--- src/rtl/uart_alu_ctrl_pkg.sv ---
// Shared definitions for the UART-to-ALU sequencer: state encoding, default
// widths and the ALU opcode map understood by the board's ALU.
package uart_alu_ctrl_pkg;

    localparam int DBIT_DEF  = 8;
    localparam int OP_SZ_DEF = 6;

    localparam logic [2:0] ST_WAIT_A  = 3'd0;
    localparam logic [2:0] ST_WAIT_B  = 3'd1;
    localparam logic [2:0] ST_WAIT_OP = 3'd2;
    localparam logic [2:0] ST_EXEC    = 3'd3;
    localparam logic [2:0] ST_SEND    = 3'd4;

    typedef enum logic [2:0] {
        WAIT_A  = ST_WAIT_A,
        WAIT_B  = ST_WAIT_B,
        WAIT_OP = ST_WAIT_OP,
        EXEC    = ST_EXEC,
        SEND    = ST_SEND
    } state_t;

    localparam logic [5:0] OP_ADD = 6'h20;
    localparam logic [5:0] OP_SUB = 6'h22;
    localparam logic [5:0] OP_AND = 6'h24;
    localparam logic [5:0] OP_OR  = 6'h25;
    localparam logic [5:0] OP_XOR = 6'h26;
    localparam logic [5:0] OP_SRA = 6'h03;
    localparam logic [5:0] OP_SRL = 6'h02;
    localparam logic [5:0] OP_NOR = 6'h27;

endpackage

--- src/rtl/uart_alu_ctrl_if.sv ---
// Bundle of the UART FIFO handshakes and ALU operand/result wires seen by the
// sequencer; master is the sequencer, slave is the UART/ALU side.
interface uart_alu_ctrl_if #(
    parameter int DBIT  = 8,
    parameter int OP_SZ = 6
);
    logic             i_rx_empty;
    logic [DBIT-1:0]  i_r_data;
    logic             o_rd_uart;
    logic             i_tx_full;
    logic             o_wr_uart;
    logic [DBIT-1:0]  o_w_data;
    logic [DBIT-1:0]  o_alu_a;
    logic [DBIT-1:0]  o_alu_b;
    logic [OP_SZ-1:0] o_alu_op;
    logic [DBIT-1:0]  i_alu_result;
    logic             o_busy;
    logic             o_err_tick;

    modport master (
        input  i_rx_empty, i_r_data, i_tx_full, i_alu_result,
        output o_rd_uart, o_wr_uart, o_w_data, o_alu_a, o_alu_b, o_alu_op,
               o_busy, o_err_tick
    );

    modport slave (
        output i_rx_empty, i_r_data, i_tx_full, i_alu_result,
        input  o_rd_uart, o_wr_uart, o_w_data, o_alu_a, o_alu_b, o_alu_op,
               o_busy, o_err_tick
    );
endinterface

--- src/rtl/uart_alu_ctrl.sv ---
// Pops an (A, B, opcode) frame from the UART rx FIFO, lets the ALU settle for
// one cycle and pushes the result byte into the tx FIFO; aborts stale frames.
module uart_alu_ctrl
    import uart_alu_ctrl_pkg::*;
#(
    parameter int DBIT    = DBIT_DEF,
    parameter int OP_SZ   = OP_SZ_DEF,
    parameter int TIMEOUT = 1000000
) (
    input  logic           i_clk,
    input  logic           i_reset,
    uart_alu_ctrl_if.master bus
);

    localparam int CNT_W = $clog2(TIMEOUT);
    localparam logic [CNT_W-1:0] CNT_LAST = CNT_W'(TIMEOUT - 1);

    state_t            state_r, state_nxt_s;
    logic [CNT_W-1:0]  cnt_r;
    logic [DBIT-1:0]   a_r, b_r, w_data_r;
    logic [OP_SZ-1:0]  op_r;
    logic              rd_s, wr_s, err_s;
    logic              cap_a_s, cap_b_s, cap_op_s, ld_w_s;
    logic              cnt_clr_s, cnt_inc_s;
    logic              unused_s;

    // Opcode byte bits above OP_SZ are intentionally ignored.
    assign unused_s = &{1'b0, bus.i_r_data[DBIT-1:OP_SZ]};

    // State register.
    always_ff @(posedge i_clk) begin
        if (i_reset) begin
            state_r <= WAIT_A;
        end else begin
            state_r <= state_nxt_s;
        end
    end

    // Next-state and per-cycle strobes; a byte present at expiry beats the abort.
    always_comb begin
        state_nxt_s = state_r;
        rd_s        = 1'b0;
        wr_s        = 1'b0;
        err_s       = 1'b0;
        cap_a_s     = 1'b0;
        cap_b_s     = 1'b0;
        cap_op_s    = 1'b0;
        ld_w_s      = 1'b0;
        cnt_clr_s   = 1'b0;
        cnt_inc_s   = 1'b0;
        case (state_r)
            WAIT_A: begin
                if (!bus.i_rx_empty) begin
                    rd_s        = 1'b1;
                    cap_a_s     = 1'b1;
                    cnt_clr_s   = 1'b1;
                    state_nxt_s = WAIT_B;
                end else begin
                    state_nxt_s = WAIT_A;
                end
            end
            WAIT_B, WAIT_OP: begin
                if (!bus.i_rx_empty) begin
                    rd_s        = 1'b1;
                    cnt_clr_s   = 1'b1;
                    cap_b_s     = (state_r == WAIT_B);
                    cap_op_s    = (state_r == WAIT_OP);
                    state_nxt_s = (state_r == WAIT_B) ? WAIT_OP : EXEC;
                end else if (cnt_r == CNT_LAST) begin
                    err_s       = 1'b1;
                    cnt_clr_s   = 1'b1;
                    state_nxt_s = WAIT_A;
                end else begin
                    cnt_inc_s   = 1'b1;
                end
            end
            EXEC: begin
                ld_w_s      = 1'b1;
                state_nxt_s = SEND;
            end
            SEND: begin
                if (!bus.i_tx_full) begin
                    wr_s        = 1'b1;
                    state_nxt_s = WAIT_A;
                end else begin
                    state_nxt_s = SEND;
                end
            end
            default: begin
                state_nxt_s = WAIT_A;
            end
        endcase
    end

    // Inter-byte timeout counter.
    always_ff @(posedge i_clk) begin
        if (i_reset) begin
            cnt_r <= {CNT_W{1'b0}};
        end else if (cnt_clr_s) begin
            cnt_r <= {CNT_W{1'b0}};
        end else if (cnt_inc_s) begin
            cnt_r <= cnt_r + CNT_W'(1);
        end else begin
            cnt_r <= cnt_r;
        end
    end

    // Operand, opcode and result registers; aborted frames leave them stale.
    always_ff @(posedge i_clk) begin
        if (i_reset) begin
            a_r      <= {DBIT{1'b0}};
            b_r      <= {DBIT{1'b0}};
            op_r     <= {OP_SZ{1'b0}};
            w_data_r <= {DBIT{1'b0}};
        end else begin
            if (cap_a_s)  a_r      <= bus.i_r_data;
            if (cap_b_s)  b_r      <= bus.i_r_data;
            if (cap_op_s) op_r     <= bus.i_r_data[OP_SZ-1:0];
            if (ld_w_s)   w_data_r <= bus.i_alu_result;
        end
    end

    // Pulses are masked during reset so a dropped frame never pops or pushes.
    assign bus.o_rd_uart  = rd_s  & ~i_reset;
    assign bus.o_wr_uart  = wr_s  & ~i_reset;
    assign bus.o_err_tick = err_s & ~i_reset;
    assign bus.o_busy     = (state_r != WAIT_A);
    assign bus.o_alu_a    = a_r;
    assign bus.o_alu_b    = b_r;
    assign bus.o_alu_op   = op_r;
    assign bus.o_w_data   = w_data_r;

endmodule

--- src/flat_wrapper.sv ---
// flat-port wrapper written by rule: the top's interface ports become plain ports
module uart_alu_ctrl_flat import uart_alu_ctrl_pkg::*;
#(
    parameter int DBIT    = DBIT_DEF,
    parameter int OP_SZ   = OP_SZ_DEF,
    parameter int TIMEOUT = 1000000
)
  (i_clk, i_reset, bus_i_rx_empty, bus_i_r_data, bus_i_tx_full, bus_i_alu_result, bus_o_rd_uart, bus_o_wr_uart, bus_o_w_data, bus_o_alu_a, bus_o_alu_b, bus_o_alu_op, bus_o_busy, bus_o_err_tick);
  uart_alu_ctrl_if #(.DBIT(DBIT), .OP_SZ(OP_SZ)) bus_i ();
  input  logic i_clk;
  input  logic i_reset;
  input wire logic [$bits(bus_i.i_rx_empty)-1:0] bus_i_rx_empty;
  input wire logic [$bits(bus_i.i_r_data)-1:0] bus_i_r_data;
  input wire logic [$bits(bus_i.i_tx_full)-1:0] bus_i_tx_full;
  input wire logic [$bits(bus_i.i_alu_result)-1:0] bus_i_alu_result;
  output wire logic [$bits(bus_i.o_rd_uart)-1:0] bus_o_rd_uart;
  output wire logic [$bits(bus_i.o_wr_uart)-1:0] bus_o_wr_uart;
  output wire logic [$bits(bus_i.o_w_data)-1:0] bus_o_w_data;
  output wire logic [$bits(bus_i.o_alu_a)-1:0] bus_o_alu_a;
  output wire logic [$bits(bus_i.o_alu_b)-1:0] bus_o_alu_b;
  output wire logic [$bits(bus_i.o_alu_op)-1:0] bus_o_alu_op;
  output wire logic [$bits(bus_i.o_busy)-1:0] bus_o_busy;
  output wire logic [$bits(bus_i.o_err_tick)-1:0] bus_o_err_tick;
  assign bus_i.i_rx_empty = bus_i_rx_empty;
  assign bus_i.i_r_data = bus_i_r_data;
  assign bus_i.i_tx_full = bus_i_tx_full;
  assign bus_i.i_alu_result = bus_i_alu_result;
  assign bus_o_rd_uart = bus_i.o_rd_uart;
  assign bus_o_wr_uart = bus_i.o_wr_uart;
  assign bus_o_w_data = bus_i.o_w_data;
  assign bus_o_alu_a = bus_i.o_alu_a;
  assign bus_o_alu_b = bus_i.o_alu_b;
  assign bus_o_alu_op = bus_i.o_alu_op;
  assign bus_o_busy = bus_i.o_busy;
  assign bus_o_err_tick = bus_i.o_err_tick;
  uart_alu_ctrl #(.DBIT(DBIT), .OP_SZ(OP_SZ), .TIMEOUT(TIMEOUT)) u_core (.i_clk(i_clk), .i_reset(i_reset), .bus(bus_i));
endmodule
--- config.mk ---
export PLATFORM = sky130hd
export DESIGN_NAME = uart_alu_ctrl_flat
export DESIGN_NICKNAME = d
export VERILOG_FILES = /design/src/rtl/uart_alu_ctrl_pkg.sv /design/src/rtl/uart_alu_ctrl_if.sv /design/src/rtl/uart_alu_ctrl.sv /design/src/flat_wrapper.sv
export SDC_FILE = /design/constraint.sdc
export NUM_CORES = 1
export LEC_CHECK = 0
export ABC_AREA = 1
export BUFFER_PORTS_ARGS = -buffer_cell sky130_fd_sc_hd__buf_2
export CORE_MARGIN = 4
export CORE_UTILIZATION = 58
export DETAILED_ROUTE_END_ITERATION = 6
export GPL_TIMING_DRIVEN = 1
export PLACE_DENSITY = 0.84
export SYNTH_ARGS = -nofsm -noshare
export SYNTH_HDL_FRONTEND = slang
export SYNTH_SLANG_ARGS = --single-unit
--- constraint.sdc ---
create_clock -name i_clk -period 3.7 [get_ports i_clk]
set_input_delay 0.37 -clock i_clk [delete_from_list [all_inputs] [get_ports i_clk]]
set_output_delay 0.37 -clock i_clk [all_outputs]
set_load 0.01 [all_outputs]
==> key figures, run 1 <==
Status
  – Status: finished, final reports clean

CTS
  – CTS H-tree lvls: 2
  – CTS tree: built
  – Clk sinks: 53
  – Clock tree buffer depth: 2
  – CTS Buf Count: 5
  – Post_cts resized: 0
  – Hold buffers post-CTS: 0
  – Clock transition at path regs: 0.10 ns
  – Clk_lat worst skew: 0.32 ns
  – Post-CTS Setup Inserts: 0
  – Root buffer cell: clkbuf_8

Global route
  – Initial antenna violation count: 0
  – First-pass GRT wire length: 9140 um
  – Pin count of the biggest net entering global routing: 33
  – Grt ovf: 0
  – Gr usage total: between 20% and 30%
  – Number of global-route vias before repair: 2,019

Detailed routing
  – Vias post-DR: 2,407
  – Detailed Route WL: 5630 um
  – Number of iterations in the first detailed-routing pass: 4
  – ANT nets after route: 0
  – Vias per cell: 5.09
  – Iteration-0 DRC Markers: between 200 and 250
  – WL per Instance: 11.9 um
  – DRC Markers: 0

Worst setup path
  – Critical Path Sink Type: primary output
  – R2R Path Start: u_core.cnt_r[0]
  – Worst reg2reg setup slack: 1.65 ns
  – Critical path fanouts, max: 5
  – Crit Reg-Reg Endpoint: u_core.cnt_r[14]
  – Arrival time worst endpoint: 1.83 ns
  – Worst Setup Path Type: flop to primary output
  – CP required: 3.33 ns
  – Startpoint types: flop
  – Reg2Reg Depth: 8

Hold path
  – Hold endpoint: u_core.bus.o_w_data[3]
  – Hold depth: 3
  – Hold path start: bus_i_alu_result[3]
  – Worst hold path class: input port to flop

Timing
  – Clock skew: 0.0134 ns
  – Final Hold Viols: 0
  – Final worst path period share: 59.5%
  – Slew margin rel.: 53.7%
  – Worst Tran Pin Value: between 0.6 and 0.7 ns
  – Maximum clock rate: 0.454 GHz
  – RSZ-0062 raised after global routing: no
  – Final Setup Violations: 0
  – Min cycle time layout: around 2.2 ns
  – Total negative setup slack: 0 ns
  – Max Transition Viols Final: 0

Logic synthesis
  – Synth top cells by count: nor2_1 (92), nand2_1 (81), dfxtp_1 (53), inv_1 (31), o21ai_0 (31)
  – Count leader, synth: nor2_1
  – Synth Instances: 370
  – Synth area leaders: dfxtp_1 (42%), nor2_1 (14%), nand2_1 (12%), o21ai_0 (6.1%), inv_1 (4.6%)
  – Post-synth cell types: 24
  – Seq cells post-synth: 53
  – Post-Syn Nets: 391
  – EDFF count, synth: 0
  – Post-synth top flop: dfxtp_1
  – Cell taking the most area after synthesis: dfxtp_1
  – Share of flip-flops with an asynchronous set or reset: 0%
  – Register area share after synthesis: between 40% and 50%
  – Synthesis Warnings: 0
  – Post-synth top area share: 41.9%
  – Mean Syn Cell Area: 6.85 sq um
  – Synth Cell Area: 2530 sq um

Power
  – Pwr Density: 359 nW/um^2
  – Post-layout power: 1040 uW
  – Total leakage power: approximately 0.0012 uW
  – Worst vdd ir: 0.000248 V

Finish
  – Antenna diodes: 0
  – Final net count: between 400 and 500
  – Area grow syn2layout: 14.1%
  – Layout cell share with drive strength beyond 1: a little under a fifth

Die
  – Die Span X: 74.1 um
  – Height of the die: 74.1 um
  – Effective utilization at floorplan: 61.6%
  – Core ar.: 4120 sq um
  – Die area: ~5500 sq um
  – I/O pins: 54
  – # rows: 23

Place
  – DP Wirelength: just over 4000 um
  – Buffers on Ports: between 50 and 60
  – Routability cong.: between 0.8 and 0.9

Run
  – Max Cap Viol: 0
report_power, final:
| part | internal (uW) | switching (uW) |
|---|---|---|
| sequential | 587 | 8.84 |
| combinational | 34.7 | 64.0 |
| clock | 138 | 205 |
| total | 760 | 278 |
worst max-delay path by stage:
| stage | startpoint | to |
|---|---|---|
| 6_report | u_core.cnt_r[0] | bus_o_err_tick |
| 3_5_place_dp | u_core.cnt_r[0] | u_core.cnt_r[9] |
| 3_3_place_gp | u_core.cnt_r[0] | u_core.cnt_r[17] |
| 4_1_cts | u_core.cnt_r[0] | bus_o_err_tick |
| 2_1_floorplan | u_core.cnt_r[0] | bus_o_err_tick |
| 5_1_grt | u_core.cnt_r[0] | bus_o_err_tick |
logic make-up (layout without fill, tap and decap cells):
kind of cell	count (synthesis)	count (layout)	synth area share, %
flip-flops	53	53	41.9
AO/OA/AOI/OAI	60	60	13.7
XOR/XNOR	12	12	4.15
AND/OR/NAND/NOR	202	202	32.2
buffers and inverters	42	95	7.60
adder cells (fa/ha/maj)	1	1	0.494
cells in the final DEF, fill, tap and decap left out:
cell         n
nor2_1      92
o21bai_4     1
nand2_1     81
a21oi_2      9
nand3_1     15
clkbuf_8     5
nor2_4       1
inv_6        2
inv_1       31
xor2_1       6
buf_2       53
clkinv_1     1
dfxtp_1     53
nor3_1       4
nor2_2       2
inv_2        2
nand4_1      2
nand2_2      4
xnor2_1      6
ha_1         1
o21ai_0     31
a21oi_1     19
clkinvlp_4   1
nand3_2      1
critical path, stage by stage, from the launching register on:
cell and delay [ns]:
dfxtp_1 0.41, ha_1 0.25, nand2_1 0.07, nor2_1 0.20, nand3_1 0.20, nor3_1 0.21, buf_2 0.18
state kept, by name (all words and copies together) (netlist names):
| name | count |
|---|---|
| u_core.bus.o_w_data | 8 |
| u_core.bus.o_alu_op | 6 |
| u_core.cnt_r | 20 |
| u_core.bus.o_alu_b | 8 |
| u_core.state_r | 3 |
| u_core.bus.o_alu_a | 8 |
through the flow:
stage | cell area (sq um) | hold slack (ns) | util, % | setup WS (ns) | std cells
finish | 2890 | 0.270 | 70.3 | 1.50 | 473
global route | 2890 | 0.273 | 70.3 | 1.36 | 473
CTS | 2890 | 0.268 | 70.3 | 1.49 | 473
detailed placement | 2800 | 0.440 | 68.0 | 1.70 | 465
global placement | 2800 | 0.430 | 68.0 | 1.79 | 465
floorplan | 2530 | 0.439 | - | 2.09 | 370
metal layers:
| layer | track usage [%] | up-vias | wire length, um |
|---|---|---|---|
| met5 | 0 | - | 0 |
| met4 | 6.64 | 0 | 43 |
| met3 | 3.24 | 5 | 303 |
| met2 | 33.6 | 58 | 2620 |
| met1 | 29.6 | 1078 | 2670 |
| li1 | - | 1266 | - |
final cells by class:
cell class,count,area (sq um)
flip-flops and latches,53,1060
fillers,384,1220
clock buffers,5,68.8
well taps,50,62.6
multi-input cells,275,1280
repair buffers,53,265
inverters,34,128
clock inverters,3,25.0
(Power assumes the default switching activity.)
==> run 2, diff against run 1 <==
--- a/config.mk
+++ b/config.mk
@@ -8,10 +8,10 @@
 export ABC_AREA = 1
 export BUFFER_PORTS_ARGS = -buffer_cell sky130_fd_sc_hd__buf_2
 export CORE_MARGIN = 4
-export CORE_UTILIZATION = 58
+export CORE_UTILIZATION = 49
 export DETAILED_ROUTE_END_ITERATION = 6
 export GPL_TIMING_DRIVEN = 1
-export PLACE_DENSITY = 0.84
+export PLACE_DENSITY = 0.76
 export SYNTH_ARGS = -nofsm -noshare
 export SYNTH_HDL_FRONTEND = slang
 export SYNTH_SLANG_ARGS = --single-unit
==> constraint.sdc (replaced) <==
create_clock -name i_clk -period 2 [get_ports i_clk]
set_input_delay 0.2 -clock i_clk [delete_from_list [all_inputs] [get_ports i_clk]]
set_output_delay 0.2 -clock i_clk [all_outputs]
set_load 0.01 [all_outputs]
==> run 2 against run 1 <==
Largest cell class unchanged. Clock power is 78% higher. Total power is 84% higher. Count of clock-buffer cells in the layout stayed put. Critical path depth stayed put. Clock skew is 0.0063 ns lower. First-iteration DRC count is 26% lower. Utilization is 9.3 points lower. Sequential share of layout area is 1.0 points lower. Routed wire length is 3.1% higher.
==> key figures, run 2 (synthesis gave the netlist of run 1 again) <==
Status
  – Status: finished, final reports clean

Global route
  – Pin count of the biggest net entering global routing: 23 (-30%)
  – Gr usage total: 19.0% (-2.2 points)
  – Grt ovf: 0 (unchanged)
  – First-pass GRT wire length: 9850 um (+7.9%)
  – Initial antenna violation count: 0 (unchanged)
  – Number of global-route vias before repair: 2,260 (+12%)

Worst setup path
  – Delay-heaviest family, CP: simple AND/OR/NAND/NOR gates
  – Critical-path cell list: ha_2 -> nand2_1 -> nor2_2 -> nand3_2 -> nor3_2 -> buf_2
  – Bufs and invs on worst path: 1 (unchanged)
  – Arrival time worst endpoint: 1.62 ns (-0.21 ns)
  – Critical Path Sink Type: primary output
  – Slowest stage delay, CP: 0.40 ns (about the same)
  – Cell with the biggest individual delay on the critical path: dfxtp_1
  – CP required: 1.80 ns (-1.53 ns)
  – Critical path fanouts, max: 4 (-1)
  – Worst Setup Path Type: flop to primary output
  – Startpoint types: flop

Finish
  – Antenna diodes: 0 (unchanged)
  – Commonest non-fill, non-tap cell in the layout: nor2_1
  – Max FFs per register: 20 (unchanged)
  – Area grow syn2layout: 17.4%
  – Top reg by flops: u_core.cnt_r
  – Final net count: 448 (+1.1%)
  – Layout cell share with drive strength beyond 1: 21.3% (+2.1 points)
  – Commonest cells after routing, fill and taps aside: nor2_1 (91), nand2_1 (81), buf_2 (53), dfxtp_1 (52)

CTS
  – Clock tree buffer depth: 2 (unchanged)
  – CTS Buf Count: 5 (unchanged)
  – CTS tree: built
  – Clk_lat worst skew: 0.31 ns (about the same)
  – Clock transition at path regs: 0.10 ns (about the same)
  – Post-CTS Setup Inserts: 0 (unchanged)
  – Clk sinks: 53 (unchanged)
  – CTS H-tree lvls: 2 (unchanged)
  – Root buffer cell: clkbuf_8

Place
  – Buffers on Ports: 53 (unchanged)
  – Routability cong.: 0.900 (+0.96%)
  – DP Wirelength: 4300 um (+3.4%)
  – Dpl ws: 0.350 ns (-1.35 ns)

Detailed routing
  – Detailed Route WL: 5810 um (+3.1%)
  – DRC Markers: 0 (unchanged)
  – WL per Instance: 11.7 um (-1.5%)
  – Vias per cell: 4.91 (-3.5%)
  – Iteration-0 DRC Markers: 174 (-26%)
  – ANT nets after route: 0 (unchanged)
  – Vias post-DR: 2,432 (+1.0%)
  – Number of iterations in the first detailed-routing pass: 4 (unchanged)

Timing
  – Total negative setup slack: 0 ns (unchanged)
  – Min cycle time layout: 1.82 ns
  – Clock skew: 0.00705 ns (-0.00635 ns)
  – Max Transition Viols Final: 0 (unchanged)
  – Hold Slack: 0.105 ns (-0.165 ns)
  – Worst setup margin: 0.184 ns (-1.31 ns)
  – Final Setup Violations: 0 (unchanged)
  – Slew margin rel.: 64.1% (+10 points)
  – Worst Tran Pin Value: 0.537 ns (-0.157 ns)
  – Final worst path period share: 90.8%
  – Final Hold Viols: 0 (unchanged)
  – RSZ-0062 raised after global routing: no
  – Maximum clock rate: 0.551 GHz

Die
  – Die Span X: 79.9 um (+7.8%)
  – Core ar.: 4880 sq um (+19%)
  – # rows: 25 (+8.7%)
  – I/O pins: 54 (unchanged)
  – Height of the die: 79.9 um (+7.8%)
  – Effective utilization at floorplan: 51.9% (-9.7 points)
  – Die area: 6390 sq um (+16%)

Power
  – Pwr Density: 641 nW/um^2 (+78%)
  – Worst vdd ir: 0.000304 V (+22%)
  – Total leakage power: 0.00124 uW (+2.5%)

Run
  – Max Cap Viol: 0 (unchanged)

Hold path
  – Worst hold path class: input port to flop
==> run 2: per-stage QoR <==
step	total power, uW	std cells	utilization, %	cell area [sq um]
floorplan	1250	370	-	2530
global placement	1320	487	58.8	2870
detailed placement	1320	487	58.8	2870
CTS	1930	495	60.7	2960
global route	2000	495	61.0	2980
finish	1910	495	61.0	2980
==> run 2: worst paths after layout <==
path                                            start                endpoint  slack [ns]  cells after the start
worst max-delay path                  u_core.cnt_r[1]          bus_o_err_tick        0.18                      6
worst max register to register        u_core.cnt_r[1]        u_core.cnt_r[18]        0.35                      9
worst min register to register  u_core.bus.o_alu_a[5]   u_core.bus.o_alu_a[5]        0.44                      2
worst min-delay path              bus_i_alu_result[1]  u_core.bus.o_w_data[1]        0.10                      3
==> run 2: area by class of cell <==
class | count | area [sq um]
Clock buffer | 5 | 68.8
Clock inverter | 3 | 22.5
Fill cell | 483 | 1900
Inverter | 34 | 128
Multi-Input combinational cell | 275 | 1300
Sequential cell | 53 | 1060
Tap cell | 67 | 83.8
Timing Repair Buffer | 58 | 315
==> run 2: tightest hold or removal path, stage by stage <==
cell and delay [ns]:
buf_2 0.07, nor2_1 0.03, nor2_1 0.08
==> run 2: repair_timing <==
| item | 4_1_cts | 5_1_grt |
|---|---|---|
| setup endpoints to repair | 0 | 1 |
| endpoints found under the hold margin | 0 | 0 |
| resized for setup | 0 | 5 |
| hold buffers | 0 | 0 |
==> run 2: report_power, final <==
group,internal [uW],leakage (uW),switching [uW]
Combinational,72.9,0.000758,121
Clock,249,0.0000481,362
Sequential,1090,0.000431,15.8
Total,1410,0.00124,499
==> run 2: layer usage <==
metal,vias to the layer above,share of wire [%],track usage [%]
met5,-,0,0
li1,1272,-,-
met3,5,5.6,3.72
met4,0,1.1,7.60
met2,62,46,30.5
met1,1093,47,24.9
